## config.mk

```make
export PLATFORM = sky130hd
export DESIGN_NAME = branch_resolve_ctrl
export DESIGN_NICKNAME = d
export VERILOG_FILES = /design/src/rtl/branch_resolve_ctrl_pkg.sv /design/src/rtl/branch_resolve_ctrl_condcodes.sv /design/src/rtl/branch_resolve_ctrl.sv
export SDC_FILE = /design/constraint.sdc
export NUM_CORES = 1
export LEC_CHECK = 0
export CAP_MARGIN = 15
export CELL_PAD_IN_SITES_DETAIL_PLACEMENT = 0
export CELL_PAD_IN_SITES_GLOBAL_PLACEMENT = 1
export CORE_ASPECT_RATIO = 0.7
export CORE_MARGIN = 3
export CORE_UTILIZATION = 35
export DETAILED_ROUTE_END_ITERATION = 8
export HOLD_SLACK_MARGIN = 0.05
export PLACE_DENSITY = 0.8
export SKIP_CTS_REPAIR_TIMING = 1
export SYNTH_ARGS = -nofsm -noshare
export SYNTH_HDL_FRONTEND = slang
export SYNTH_HIERARCHICAL = 1
export SYNTH_SLANG_ARGS = --single-unit
```

## constraint.sdc

```tcl
create_clock -name clk -period 3.1 [get_ports clk]
set_input_delay 0.465 -clock clk [delete_from_list [all_inputs] [get_ports clk]]
set_output_delay 0.465 -clock clk [all_outputs]
set_load 0.02 [all_outputs]
```

## src/rtl/branch_resolve_ctrl_pkg.sv

```systemverilog
// Shared definitions for the execute-stage branch resolution controller:
// condition encodings, FSM states and the instruction-address width.
package branch_resolve_ctrl_pkg;

  localparam int IADDR_W = 32;

  typedef enum logic [2:0] {
    COND_EQ     = 3'd0,
    COND_LT     = 3'd1,
    COND_GT     = 3'd2,
    COND_LE     = 3'd3,
    COND_GE     = 3'd4,
    COND_NE     = 3'd5,
    COND_ALWAYS = 3'd6,
    COND_NEVER  = 3'd7
  } cond_t;

  typedef enum logic [1:0] {
    ST_IDLE    = 2'd0,
    ST_WAIT    = 2'd1,
    ST_RESOLVE = 2'd2
  } state_t;

endpackage

```

## src/rtl/branch_resolve_ctrl_condcodes.sv

```systemverilog
// Signed compare-against-zero flags for a single operand.
module branch_resolve_ctrl_condcodes #(
  parameter int W = 32
) (
  input  logic [W-1:0] value,
  output logic         eq,
  output logic         lt,
  output logic         gt,
  output logic         le,
  output logic         ge,
  output logic         ne
);

  logic zero;
  logic neg;

  assign zero = (value == '0);
  assign neg  = value[W-1];

  assign eq = zero;
  assign lt = ~zero & neg;
  assign gt = ~zero & ~neg;
  assign le = zero | neg;
  assign ge = zero | ~neg;
  assign ne = ~zero;

endmodule

```

## src/rtl/branch_resolve_ctrl.sv

```systemverilog
// Execute-stage branch resolution: accepts one branch, waits for its operand,
// evaluates the condition and emits redirect/flush plus perf counters.
module branch_resolve_ctrl
  import branch_resolve_ctrl_pkg::*;
#(
  parameter int CNT_W    = 16,
  parameter int WAIT_MAX = 15,
  parameter int WAIT_W   = 4
) (
  input  logic               clk,
  input  logic               rst,
  input  logic               br_valid,
  input  logic [2:0]         br_cond,
  input  logic [IADDR_W-1:0] br_target,
  output logic               br_ready,
  input  logic               opnd_valid,
  input  logic [31:0]        opnd,
  input  logic               ext_flush,
  output logic               stall,
  output logic               redirect,
  output logic [IADDR_W-1:0] redirect_pc,
  output logic               flush,
  output logic               resolved,
  output logic               taken,
  output logic               timeout,
  output logic [CNT_W-1:0]   br_count,
  output logic [CNT_W-1:0]   taken_count
);

  state_t               state;
  cond_t                cond_q;
  logic [IADDR_W-1:0]   target_q;
  logic [31:0]          opnd_q;
  logic [WAIT_W-1:0]    wd;

  logic f_eq, f_lt, f_gt, f_le, f_ge, f_ne;
  logic cond_hit;

  branch_resolve_ctrl_condcodes #(.W(32)) u_condcodes (
    .value (opnd_q),
    .eq    (f_eq),
    .lt    (f_lt),
    .gt    (f_gt),
    .le    (f_le),
    .ge    (f_ge),
    .ne    (f_ne)
  );

  always_comb begin
    cond_hit = 1'b0;
    case (cond_q)
      COND_EQ:     cond_hit = f_eq;
      COND_LT:     cond_hit = f_lt;
      COND_GT:     cond_hit = f_gt;
      COND_LE:     cond_hit = f_le;
      COND_GE:     cond_hit = f_ge;
      COND_NE:     cond_hit = f_ne;
      COND_ALWAYS: cond_hit = 1'b1;
      COND_NEVER:  cond_hit = 1'b0;
      default:     cond_hit = 1'b0;
    endcase
  end

  // A taken branch blocks acceptance for one cycle so fetch can take the redirect.
  assign br_ready = (state == ST_IDLE) & ~redirect & ~ext_flush;
  assign stall    = (state == ST_WAIT) | (state == ST_RESOLVE);

  always_ff @(posedge clk) begin
    if (rst) begin
      state       <= ST_IDLE;
      cond_q      <= COND_EQ;
      target_q    <= '0;
      opnd_q      <= '0;
      wd          <= '0;
      redirect    <= 1'b0;
      redirect_pc <= '0;
      flush       <= 1'b0;
      resolved    <= 1'b0;
      taken       <= 1'b0;
      timeout     <= 1'b0;
      br_count    <= '0;
      taken_count <= '0;
    end else begin
      redirect <= 1'b0;
      flush    <= 1'b0;
      resolved <= 1'b0;
      taken    <= 1'b0;
      timeout  <= 1'b0;
      if (ext_flush) begin
        state <= ST_IDLE;
      end else begin
        case (state)
          ST_IDLE: begin
            if (br_valid && br_ready) begin
              cond_q   <= cond_t'(br_cond);
              target_q <= br_target;
              if (opnd_valid) begin
                opnd_q <= opnd;
                state  <= ST_RESOLVE;
              end else begin
                wd    <= '0;
                state <= ST_WAIT;
              end
            end
          end
          ST_WAIT: begin
            if (opnd_valid) begin
              opnd_q <= opnd;
              state  <= ST_RESOLVE;
            end else if (wd == WAIT_W'(WAIT_MAX - 1)) begin
              wd      <= wd + 1'b1;
              timeout <= 1'b1;
              state   <= ST_IDLE;
            end else begin
              wd <= wd + 1'b1;
            end
          end
          ST_RESOLVE: begin
            resolved <= 1'b1;
            taken    <= cond_hit;
            redirect <= cond_hit;
            flush    <= cond_hit;
            if (cond_hit) begin
              redirect_pc <= target_q;
              if (taken_count != '1) taken_count <= taken_count + 1'b1;
            end
            if (br_count != '1) br_count <= br_count + 1'b1;
            state <= ST_IDLE;
          end
          default: state <= ST_IDLE;
        endcase
      end
    end
  end

endmodule

```

==> reports/results.md, run 1 <==
## Floorplan
* 112.2 um — Die Y
* 157.8 um — floorplan die width
* 143 — count of boundary I/O pins
* 0.3607 — initial core utilization
* 17710 sq um — full die area
* 38 — num rows
* 15640 sq um — Core Region

## Critical path
* flop — type of element launching the critical path
* flop — critical path capture point type
* 2.89 ns — worst endpoint data arrival time
* 0.55 ns — register-to-register setup slack
* 8 — number of cells on the worst reg-to-reg path
* reg2reg — class of the most critical setup path
* 0.57 ns — Largest stage delay, worst path
* nor4_1, nand4_1, o21ai_0, nor2b_1, a2bb2oi_1, nand2_2, or4_1, a21oi_1 — crit path cell chain
* 3.44 ns — Worst Path Required
* 12 — critical path peak fanout
* sky130_fd_sc_hd__or4_1 — cell with the largest stage delay on the worst path

## STA
* false — RSZ-0062 raised after global routing
* 0.01041 ns — Worst Clk Skew
* 0 — Fin. Hold Viols
* 0 — endpoints failing setup
* 0 ns — setup TNS
* 0.3917 GHz — maximum achievable frequency
* 2.553 ns — clock period minus final worst setup slack
* 0 — final-report max-slew violation count
* 0.5473 ns — post-layout worst setup margin
* 0.8234 — portion of the clock cycle consumed by the worst path in the final layout
* 0.5354 — Max transition margin
* 0.6969 ns — actual slew at the worst max-slew pin

## Synthesis
* 6 — synthesis warning total
* 0.4967 — sequential fraction of the synthesis area
* 752 — Post-Synthesis Net Count
* sky130_fd_sc_hd__dfxtp_1 — most used flip-flop cell after synthesis
* 5643 sq um — post-synth design cell area
* 673 — Mapped Cells
* 0 — asr flop ratio synth
* 0 — number of flops mapped to enable cells by yosys
* 140 — number of storage elements in the synthesis netlist
* 8.385 sq um — mean cell area of the mapped netlist
* 45 — Synth cell types

## Power and ir drop
* 0.3127 mV — largest voltage drop on the vdd net
* 536.0 nW/um^2 — total power density per cell area
* 2.960 nW — cell leakage power

## Global routing
* 0 — initial antenna violation count
* 0.1687 — total routing usage reported by global routing
* 80 — pin count of the biggest net entering global routing
* 24150 um — first-pass GRT wire length
* 4896 — via count of the first global-routing pass
* 0 — remaining global-route overflow

## Route
* 14790 um — post-detailed-routing wire length
* 0 — number of nets with antenna violations after detailed routing
* 14.56 um — Routed WL per cell
* 5090 — Via Count
* 0 — number of remaining DRC errors
* 226 — number of DRC markers after the initial detailed-route iteration
* 4 — Detailed Routing Iterations Pass 1
* 5.010 — routed vias/inst

## Job
* 0 — maxcap violations

## Clocking
* 4 — # H-tree levels
* 0.41 ns — later-pin clock latency in the skew report
* sky130_fd_sc_hd__clkbuf_16 — Root Buffer Master
* 17 — Inserted Clock Buffers
* 140 — CTS sink cnt
* 0.07 ns — post-CTS clock slew at the launch and capture registers of the worst setup and hold paths
* done — TritonCTS clock tree
* 2 — clk buf depth

## Final layout
* 0.5025 — final core occ
* sky130_fd_sc_hd__nand2_1 — most common cell after layout, fill and taps aside
* 39.29% — area growth from synthesis to layout
* 0 — Inserted Diodes
* sky130_fd_sc_hd__nand2_1, sky130_fd_sc_hd__clkdlybuf4s50_1, sky130_fd_sc_hd__dfxtp_1 — most frequent cells in the layout
* 882 — count of nets after finishing
* 1443 — count of fill cells added during filler insertion
* 0.06373 — fraction of final layout cells sized beyond drive strength 1

## Placed design
* 0.8064 — Final GP Congestion
* 142 — number of buffers added on ports
* 0.4468 ns — worst setup timing slack at the placement stage
* 10310 um — Detail Placement HPWL

## Min path
* 2 — number of cells traversed by the worst hold path
* reg2reg — type of the worst min-delay path

## Outcome
* complete, no violations — run status

-- worst max-delay path, delay by kind of cell, from the launching register on --
kind,cells,cell delay (ns)
AO/OA/AOI/OAI,3,0.59
flip-flops,1,0.31
AND/OR/NAND/NOR,5,1.57
-- through the flow --
stage               instances  instance area [sq um]  total power, mW  hold WS, ns
floorplan                 673                   5643            2.035       0.4330
global placement          983                   7253            2.173       0.4415
detailed placement        983                   7253            2.178       0.4456
CTS                      1015                   7855            4.256       0.4543
global route             1016                   7860            4.369       0.4719
finish                   1016                   7860            4.213       0.4545
-- power by group --
| group | internal, mW | total [mW] | switching, mW |
|---|---|---|---|
| Sequential | 1.84 | 1.86 | 0.0225 |
| Combinational | 0.143 | 0.278 | 0.135 |
| Clock | 1.22 | 2.08 | 0.857 |
| Total | 3.20 | 4.21 | 1.01 |
-- final cells by class --
type	count	area, sq um	area share
Clock buffer	18	429.2	0.05460
Clock inverter	14	172.7	0.02197
Inverter	7	26.28	0.003343
Multi-Input combinational cell	484	2643	0.3362
Sequential cell	140	2803	0.3566
Tap cell	200	250.2	0.03184
Timing Repair Buffer	153	1536	0.1955
-- registers in the layout, indices dropped and copies added (netlist names) --
| name | count |
|---|---|
| taken_count | 16 |
| resolved | 1 |
| br_count | 16 |
| redirect_pc | 32 |
| cond_q | 3 |
| wd | 4 |
| timeout | 1 |
| opnd_q | 32 |
| taken | 1 |
| state | 2 |
| target_q | 32 |
-- cells by family after synthesis --
group           Yosys count  synth area share
compound gates          123            0.1166
flops                   140            0.4967
mux                      38           0.06763
simple gates            310            0.2552
xor+xnor                  6          0.009313
fa+ha+maj                 7           0.01552
buf+inv                  49           0.03902
-- worst paths after layout --
check	endpoint	startpoint
max	taken_count[15]	opnd_q[11]
min	target_q[12]	target_q[12]
max reg2reg	taken_count[15]	opnd_q[11]
min reg2reg	target_q[12]	target_q[12]
-- cell usage after synthesis (2+ instances only) --
cell type,count,share of area
sky130_fd_sc_hd__nand4_1,9,0.010
sky130_fd_sc_hd__nor2_1,54,0.036
sky130_fd_sc_hd__or4_1,9,0.012
sky130_fd_sc_hd__nand2b_1,4,0.0044
sky130_fd_sc_hd__and2_1,7,0.0078
sky130_fd_sc_hd__nor3b_1,2,0.0027
sky130_fd_sc_hd__a211oi_1,2,0.0027
sky130_fd_sc_hd__o31ai_1,7,0.0093
sky130_fd_sc_hd__ha_1,7,0.016
sky130_fd_sc_hd__xor2_1,5,0.0078
sky130_fd_sc_hd__mux2i_1,37,0.066
sky130_fd_sc_hd__nand2_1,161,0.11
sky130_fd_sc_hd__and4_1,2,0.0031
sky130_fd_sc_hd__dfxtp_1,140,0.50
sky130_fd_sc_hd__inv_1,7,0.0047
sky130_fd_sc_hd__nand3_1,15,0.013
sky130_fd_sc_hd__o21ai_0,16,0.014
sky130_fd_sc_hd__nor4_2,3,0.0067
sky130_fd_sc_hd__buf_4,3,0.0040
sky130_fd_sc_hd__a22oi_1,2,0.0027
sky130_fd_sc_hd__buf_2,6,0.0053
sky130_fd_sc_hd__or3_1,12,0.013
sky130_fd_sc_hd__nand3b_1,4,0.0053
sky130_fd_sc_hd__nor4_1,8,0.0089
sky130_fd_sc_hd__nor2b_1,6,0.0067
sky130_fd_sc_hd__a21oi_1,91,0.081
sky130_fd_sc_hd__a311oi_1,2,0.0031
sky130_fd_sc_hd__clkbuf_1,29,0.019
sky130_fd_sc_hd__buf_1,2,0.0013
sky130_fd_sc_hd__nor3_1,6,0.0053
-- routing by layer --
metal	GRT usage	vias up	wire, um
met5	0	-	0
met4	0.04046	0	147
met3	0.05010	14	978
met2	0.2649	154	6624
met1	0.2294	2357	7044
li1	-	2565	-
No activity file was read; power rests on OpenSTA's default activity.
==> run 2, diff against run 1 <==
==> constraint.sdc (replaced) <==
create_clock -name clk -period 2.47 [get_ports clk]
set_input_delay 0.3705 -clock clk [delete_from_list [all_inputs] [get_ports clk]]
set_output_delay 0.3705 -clock clk [all_outputs]
set_load 0.02 [all_outputs]
==> reports/results.md, run 2 (synthesized netlist as in run 1, its figures left out) <==
## Final layout
* 1031 — Final Instance Count excl. Fillers, +1.5%
* 898 — count of nets after finishing, +1.8%
* sky130_fd_sc_hd__nand2_1 — most common cell after layout, fill and taps aside
* 0 — Inserted Diodes, unchanged
* 45.14% — area growth from synthesis to layout
* 0.1071 — fraction of final layout cells sized beyond drive strength 1, +0.04337
* opnd_q (32), redirect_pc (32), target_q (32) — registers with the most flip-flops
* sky130_fd_sc_hd__nand2_1, sky130_fd_sc_hd__clkdlybuf4s50_1, sky130_fd_sc_hd__dfxtp_1 — most frequent cells in the layout

## Clocking
* 4 — # H-tree levels, unchanged
* done — TritonCTS clock tree
* sky130_fd_sc_hd__clkbuf_16 — Root Buffer Master
* 0.06 ns — post-CTS clock slew at the launch and capture registers of the worst setup and hold paths, about the same
* 17 — Inserted Clock Buffers, unchanged
* 2 — clk buf depth, unchanged
* 140 — CTS sink cnt, unchanged
* 0.41 ns — later-pin clock latency in the skew report, about the same

## STA
* 0.01363 ns — Worst Clk Skew, +0.003221 ns
* 0.5292 — Max transition margin, -0.006225
* 0 — Fin. Hold Viols, unchanged
* 0.7062 ns — actual slew at the worst max-slew pin, +0.009337 ns
* 0.9968 — portion of the clock cycle consumed by the worst path in the final layout, +0.1734
* 0 — endpoints failing setup, unchanged
* 0 ns — setup TNS, unchanged
* 0 — final-report max-slew violation count, unchanged
* true — RSZ-0062 raised after global routing
* 0.4062 GHz — maximum achievable frequency, +3.7%
* 2.462 ns — clock period minus final worst setup slack, -0.09055 ns

## Global routing
* met2 — most crowded layer after global routing
* 0.2354 — Global Route met1 Usage, +0.006004
* 0.2589 — met2 capacity usage during global routing, -0.005974
* 0.04277 — met3 track demand over resource in global routing, -0.007322
* 79 — pin count of the biggest net entering global routing, -1.3%
* 0 — remaining global-route overflow, unchanged
* 0.1685 — total routing usage reported by global routing, -0.0001883
* 24270 um — first-pass GRT wire length, +0.48%
* 4928 — via count of the first global-routing pass, +0.65%
* 0 — initial antenna violation count, unchanged

## Route
* 5160 — Via Count, +1.4%
* 15230 um — post-detailed-routing wire length, +2.9%
* 5.005 — routed vias/inst, about the same
* 0 — number of nets with antenna violations after detailed routing, unchanged
* 289 — number of DRC markers after the initial detailed-route iteration, +28%
* 0 — number of remaining DRC errors, unchanged
* 4 — Detailed Routing Iterations Pass 1, unchanged
* 14.77 um — Routed WL per cell, +1.4%

## Critical path
* opnd_q[19] — critical path launch point
* 0.008 ns — register-to-register setup slack, -0.54 ns
* 6 — critical path peak fanout, -6
* reg2reg — class of the most critical setup path
* taken_count[5] — capture point of the critical path
* flop — type of element launching the critical path
* opnd_q[19] — launch point of the worst reg-to-reg path
* 2.81 ns — Worst Path Required, -0.63 ns
* 2.80 ns — worst endpoint data arrival time, -0.09 ns
* flop — critical path capture point type
* 11 — number of cells on the worst reg-to-reg path, +3
* taken_count[5] — endpoint of the most critical register-to-register path

## Outcome
* complete, no violations — run status

## Job
* 0 — maxcap violations, unchanged

## Power and ir drop
* 655.3 nW/um^2 — total power density per cell area, +22%
* 0.3893 mV — largest voltage drop on the vdd net, +25%
* 3.101 nW — cell leakage power, +4.8%

## Min path
* reg2reg — type of the worst min-delay path

## Floorplan
* 17710 sq um — full die area, unchanged
* 0.3607 — initial core utilization, unchanged
* 112.2 um — Die Y, unchanged
* 15640 sq um — Core Region, unchanged
* 157.8 um — floorplan die width, unchanged
* 38 — num rows, unchanged
* 143 — count of boundary I/O pins, unchanged

## Placed design
* 142 — number of buffers added on ports, unchanged
* 992 — number of cells after detailed placement, +0.92%
* 10220 um — Detail Placement HPWL, -0.83%
* 0.8366 — Final GP Congestion, +3.7%

==> run 2: per-layer routing <==
layer / part of all wire / vias up
li1: - / 2603
met1: 0.49 / 2411
met2: 0.45 / 136
met3: 0.055 / 10
met4: 0.0062 / 0
met5: 0 / -
==> run 2: layout make-up <==
type	instances	area (sq um)
clock buffer	17	425.4
clock inverter	14	183.9
fill	1444	7452
inverter	7	26.28
multi-input combinational	484	2738
sequential	140	2814
tap	200	250.2
timing repair buffer	169	1753
==> run 2: worst max-delay path, cell delays in order, from the launching register on <==
cell and delay [ns]:
sky130_fd_sc_hd__dfxtp_1 0.32, sky130_fd_sc_hd__nor4_2 0.30, sky130_fd_sc_hd__nand4_1 0.22, sky130_fd_sc_hd__buf_4 0.21, sky130_fd_sc_hd__nor2_4 0.08, sky130_fd_sc_hd__mux2i_1 0.08
sky130_fd_sc_hd__a2bb2oi_2 0.16, sky130_fd_sc_hd__nand3b_1 0.17, sky130_fd_sc_hd__buf_6 0.19, sky130_fd_sc_hd__clkbuf_16 0.15, sky130_fd_sc_hd__or4_1 0.39, sky130_fd_sc_hd__a21oi_1 0.13
==> run 2: power breakdown <==
| part | switching (mW) | internal [mW] |
|---|---|---|
| Clock | 1.02 | 1.61 |
| Sequential | 0.0316 | 2.31 |
| Combinational | 0.186 | 0.216 |
==> run 2: how the worst min path moves through the flow <==
stage / end / depth (start not counted) / start
detailed placement: target_q[20] / 2 / target_q[20]
global route: target_q[7] / 2 / target_q[7]
CTS: target_q[3] / 2 / target_q[3]
floorplan: target_q[31] / 2 / target_q[31]
finish: target_q[19] / 2 / target_q[19]
global placement: target_q[18] / 2 / target_q[18]
==> run 2: through the flow <==
| step | utilization | area [sq um] | setup WS (ns) | power [mW] | hold slack, ns |
|---|---|---|---|---|---|
| 2_1_floorplan | - | 5643 | 0.3394 | 2.553 | 0.4330 |
| 3_3_place_gp | 0.4688 | 7333 | 0.08190 | 2.745 | 0.4415 |
| 3_5_place_dp | 0.4688 | 7333 | 0.01043 | 2.752 | 0.4458 |
| 4_1_cts | 0.5078 | 7943 | -0.02368 | 5.397 | 0.4543 |
| 5_1_grt | 0.5236 | 8190 | -0.1090 | 5.560 | 0.4670 |
| 6_report | 0.5236 | 8190 | 0.007891 | 5.367 | 0.4532 |
==> run 3, diff against run 2 <==
--- a/config.mk
+++ b/config.mk
@@ -12,6 +12,7 @@
 export CORE_MARGIN = 3
 export CORE_UTILIZATION = 35
 export DETAILED_ROUTE_END_ITERATION = 8
+export GPL_TIMING_DRIVEN = 0
 export HOLD_SLACK_MARGIN = 0.05
 export PLACE_DENSITY = 0.8
 export SKIP_CTS_REPAIR_TIMING = 1
==> reports/results.md, run 3 (synthesized netlist as in run 1, its figures left out) <==
## Critical path
* 2.75 ns — Worst Path Required, -0.06 ns
* 10 — number of cells on the worst reg-to-reg path, -1
* flop — type of element launching the critical path
* redirect_pc[2] — endpoint of the most critical register-to-register path
* 2.70 ns — worst endpoint data arrival time, -0.10 ns
* 0.06 ns — register-to-register setup slack, +0.05 ns
* opnd_q[23] — launch point of the worst reg-to-reg path
* reg2reg — class of the most critical setup path
* flop — critical path capture point type
* 8 — critical path peak fanout, +2

## STA
* 2.413 ns — clock period minus final worst setup slack, -0.04896 ns
* 0.05686 ns — post-layout worst setup margin, +0.04896 ns
* 0.01053 ns — Worst Clk Skew, -0.003102 ns
* 0 — Fin. Hold Viols, unchanged
* 0.4210 ns — worst hold margin, -0.03211 ns
* 0 — endpoints failing setup, unchanged
* 0.6151 ns — actual slew at the worst max-slew pin, -0.09110 ns
* 0.4144 GHz — maximum achievable frequency, +2.0%
* 0 — final-report max-slew violation count, unchanged
* 0.5899 — Max transition margin, +0.06074
* 0.9770 — portion of the clock cycle consumed by the worst path in the final layout, -0.01982
* true — RSZ-0062 raised after global routing

## Clocking
* 2 — clk buf depth, unchanged
* 4 — # H-tree levels, unchanged
* 140 — CTS sink cnt, unchanged
* sky130_fd_sc_hd__clkbuf_16 — Root Buffer Master
* 17 — Inserted Clock Buffers, unchanged
* 0.06 ns — post-CTS clock slew at the launch and capture registers of the worst setup and hold paths, about the same
* 0.42 ns — later-pin clock latency in the skew report, about the same
* done — TritonCTS clock tree

## Global routing
* 25370 um — first-pass GRT wire length, +4.5%
* met2 — most crowded layer after global routing
* 0.2799 — met2 capacity usage during global routing, +0.02105
* 0.1798 — total routing usage reported by global routing, +0.01123
* 5129 — via count of the first global-routing pass, +4.1%
* 17 — pin count of the biggest net entering global routing, -78%
* 0 — initial antenna violation count, unchanged
* 0 — remaining global-route overflow, unchanged
* 0.05588 — met3 track demand over resource in global routing, +0.01310
* 0.2445 — Global Route met1 Usage, +0.009039

## Floorplan
* 0.3607 — initial core utilization, unchanged
* 112.2 um — Die Y, unchanged
* 143 — count of boundary I/O pins, unchanged
* 157.8 um — floorplan die width, unchanged
* 15640 sq um — Core Region, unchanged
* 17710 sq um — full die area, unchanged
* 38 — num rows, unchanged

## Placed design
* -0.3672 ns — worst setup timing slack at the placement stage, -0.3776 ns
* 7305 sq um — placed cell areas, -0.39%
* 11710 um — Detail Placement HPWL, +15%
* 141 — number of buffers added on ports, -0.70%
* 1014 — number of cells after detailed placement, +2.2%
* 0.8592 — Final GP Congestion, +2.7%

## Final layout
* 8187 sq um — final instance area, about the same
* 0.09016 — fraction of final layout cells sized beyond drive strength 1, -0.01694
* 1054 — Final Instance Count excl. Fillers, +2.2%
* 0 — Inserted Diodes, unchanged
* 921 — count of nets after finishing, +2.6%
* 45.08% — area growth from synthesis to layout, about the same
* sky130_fd_sc_hd__nand2_1, sky130_fd_sc_hd__clkdlybuf4s50_1, sky130_fd_sc_hd__dfxtp_1 — most frequent cells in the layout
* opnd_q (32), redirect_pc (32), target_q (32) — registers with the most flip-flops
* sky130_fd_sc_hd__nand2_1 — most common cell after layout, fill and taps aside

## Route
* 5 — Detailed Routing Iterations Pass 1, +1
* 222 — number of DRC markers after the initial detailed-route iteration, -23%
* 0 — number of nets with antenna violations after detailed routing, unchanged
* 5215 — Via Count, +1.1%
* 16100 um — post-detailed-routing wire length, +5.8%
* 4.948 — routed vias/inst, -1.1%
* 0 — number of remaining DRC errors, unchanged
* 15.28 um — Routed WL per cell, +3.4%

## Outcome
* complete, no violations — run status

## Power and ir drop
* 646.3 nW/um^2 — total power density per cell area, -1.4%
* 0.074 — relative contribution of combinational cells to total power, about the same
* 4.014 mW — Pint, -2.8%
* 3.097 nW — cell leakage power, -0.12%
* 0.442 — part of the total power dissipated in sequential elements, +0.006
* 1.277 mW — switching component of the power, +3.2%
* 0.484 — portion of total power attributed to the clock network, -0.006
* 0.2414 — Switching Fraction, +0.01074
* 5.291 mW — Final Power, -1.4%
* 0.3789 mV — largest voltage drop on the vdd net, -2.7%

## Job
* 0 — maxcap violations, unchanged

## Min path
* rst — hold path startpoint
* 3 — number of cells traversed by the worst hold path, +1
* br_count[9] — worst hold path endpoint
* in2reg — type of the worst min-delay path

[run 3: worst max-delay path, cell delays in order, from the launching register on]
cell and delay (ns):
sky130_fd_sc_hd__dfxtp_2 0.33, sky130_fd_sc_hd__nor4_4 0.28, sky130_fd_sc_hd__nand4_1 0.28, sky130_fd_sc_hd__o21a_1 0.27
sky130_fd_sc_hd__nor4b_2 0.30, sky130_fd_sc_hd__a311oi_2 0.09, sky130_fd_sc_hd__nand2_2 0.15, sky130_fd_sc_hd__buf_12 0.17
sky130_fd_sc_hd__buf_12 0.13, sky130_fd_sc_hd__mux2i_1 0.20, sky130_fd_sc_hd__nor2_1 0.06
[run 3: power groups by stage]
stage / clock network, mW / registers (mW) / logic (mW)
after floorplan: 0 / 2.38 / 0.177
after global placement: 0 / 2.38 / 0.357
after detailed placement: 0 / 2.38 / 0.364
after global routing: 2.71 / 2.34 / 0.430
final: 2.56 / 2.34 / 0.391
after CTS: 2.61 / 2.33 / 0.366
[run 3: layer usage]
metal | up-vias | share of wire
met5 | - | 0
met4 | 0 | 0.0091
met3 | 15 | 0.063
met2 | 130 | 0.44
met1 | 2430 | 0.48
li1 | 2640 | -
[run 3: cell type report]
cell class | count | area (sq um)
Buffer | 42 | 265.3
Inverter | 7 | 26.28
Clock buffer | 17 | 425.4
Sequential cell | 140 | 2806
Timing Repair Buffer | 150 | 1531
Fill cell | 1436 | 7456
Tap cell | 200 | 250.2
Clock inverter | 14 | 162.7
Multi-Input combinational cell | 484 | 2719
[run 3: worst max-delay path by stage]
stage	start	end
floorplan	opnd_q[26]	redirect_pc[21]
global placement	opnd_q[11]	redirect_pc[29]
detailed placement	opnd_q[11]	redirect_pc[2]
CTS	opnd_q[11]	redirect_pc[2]
global route	opnd_q[23]	redirect_pc[25]
finish	opnd_q[23]	redirect_pc[2]
[run 3: per-stage QoR]
step,utilization,setup TNS (ns)
after floorplan,-,0
after global placement,0.4670,-13.36
after detailed placement,0.4670,-17.87
after CTS,0.5046,-14.25
after global routing,0.5234,-1.814
final,0.5234,0
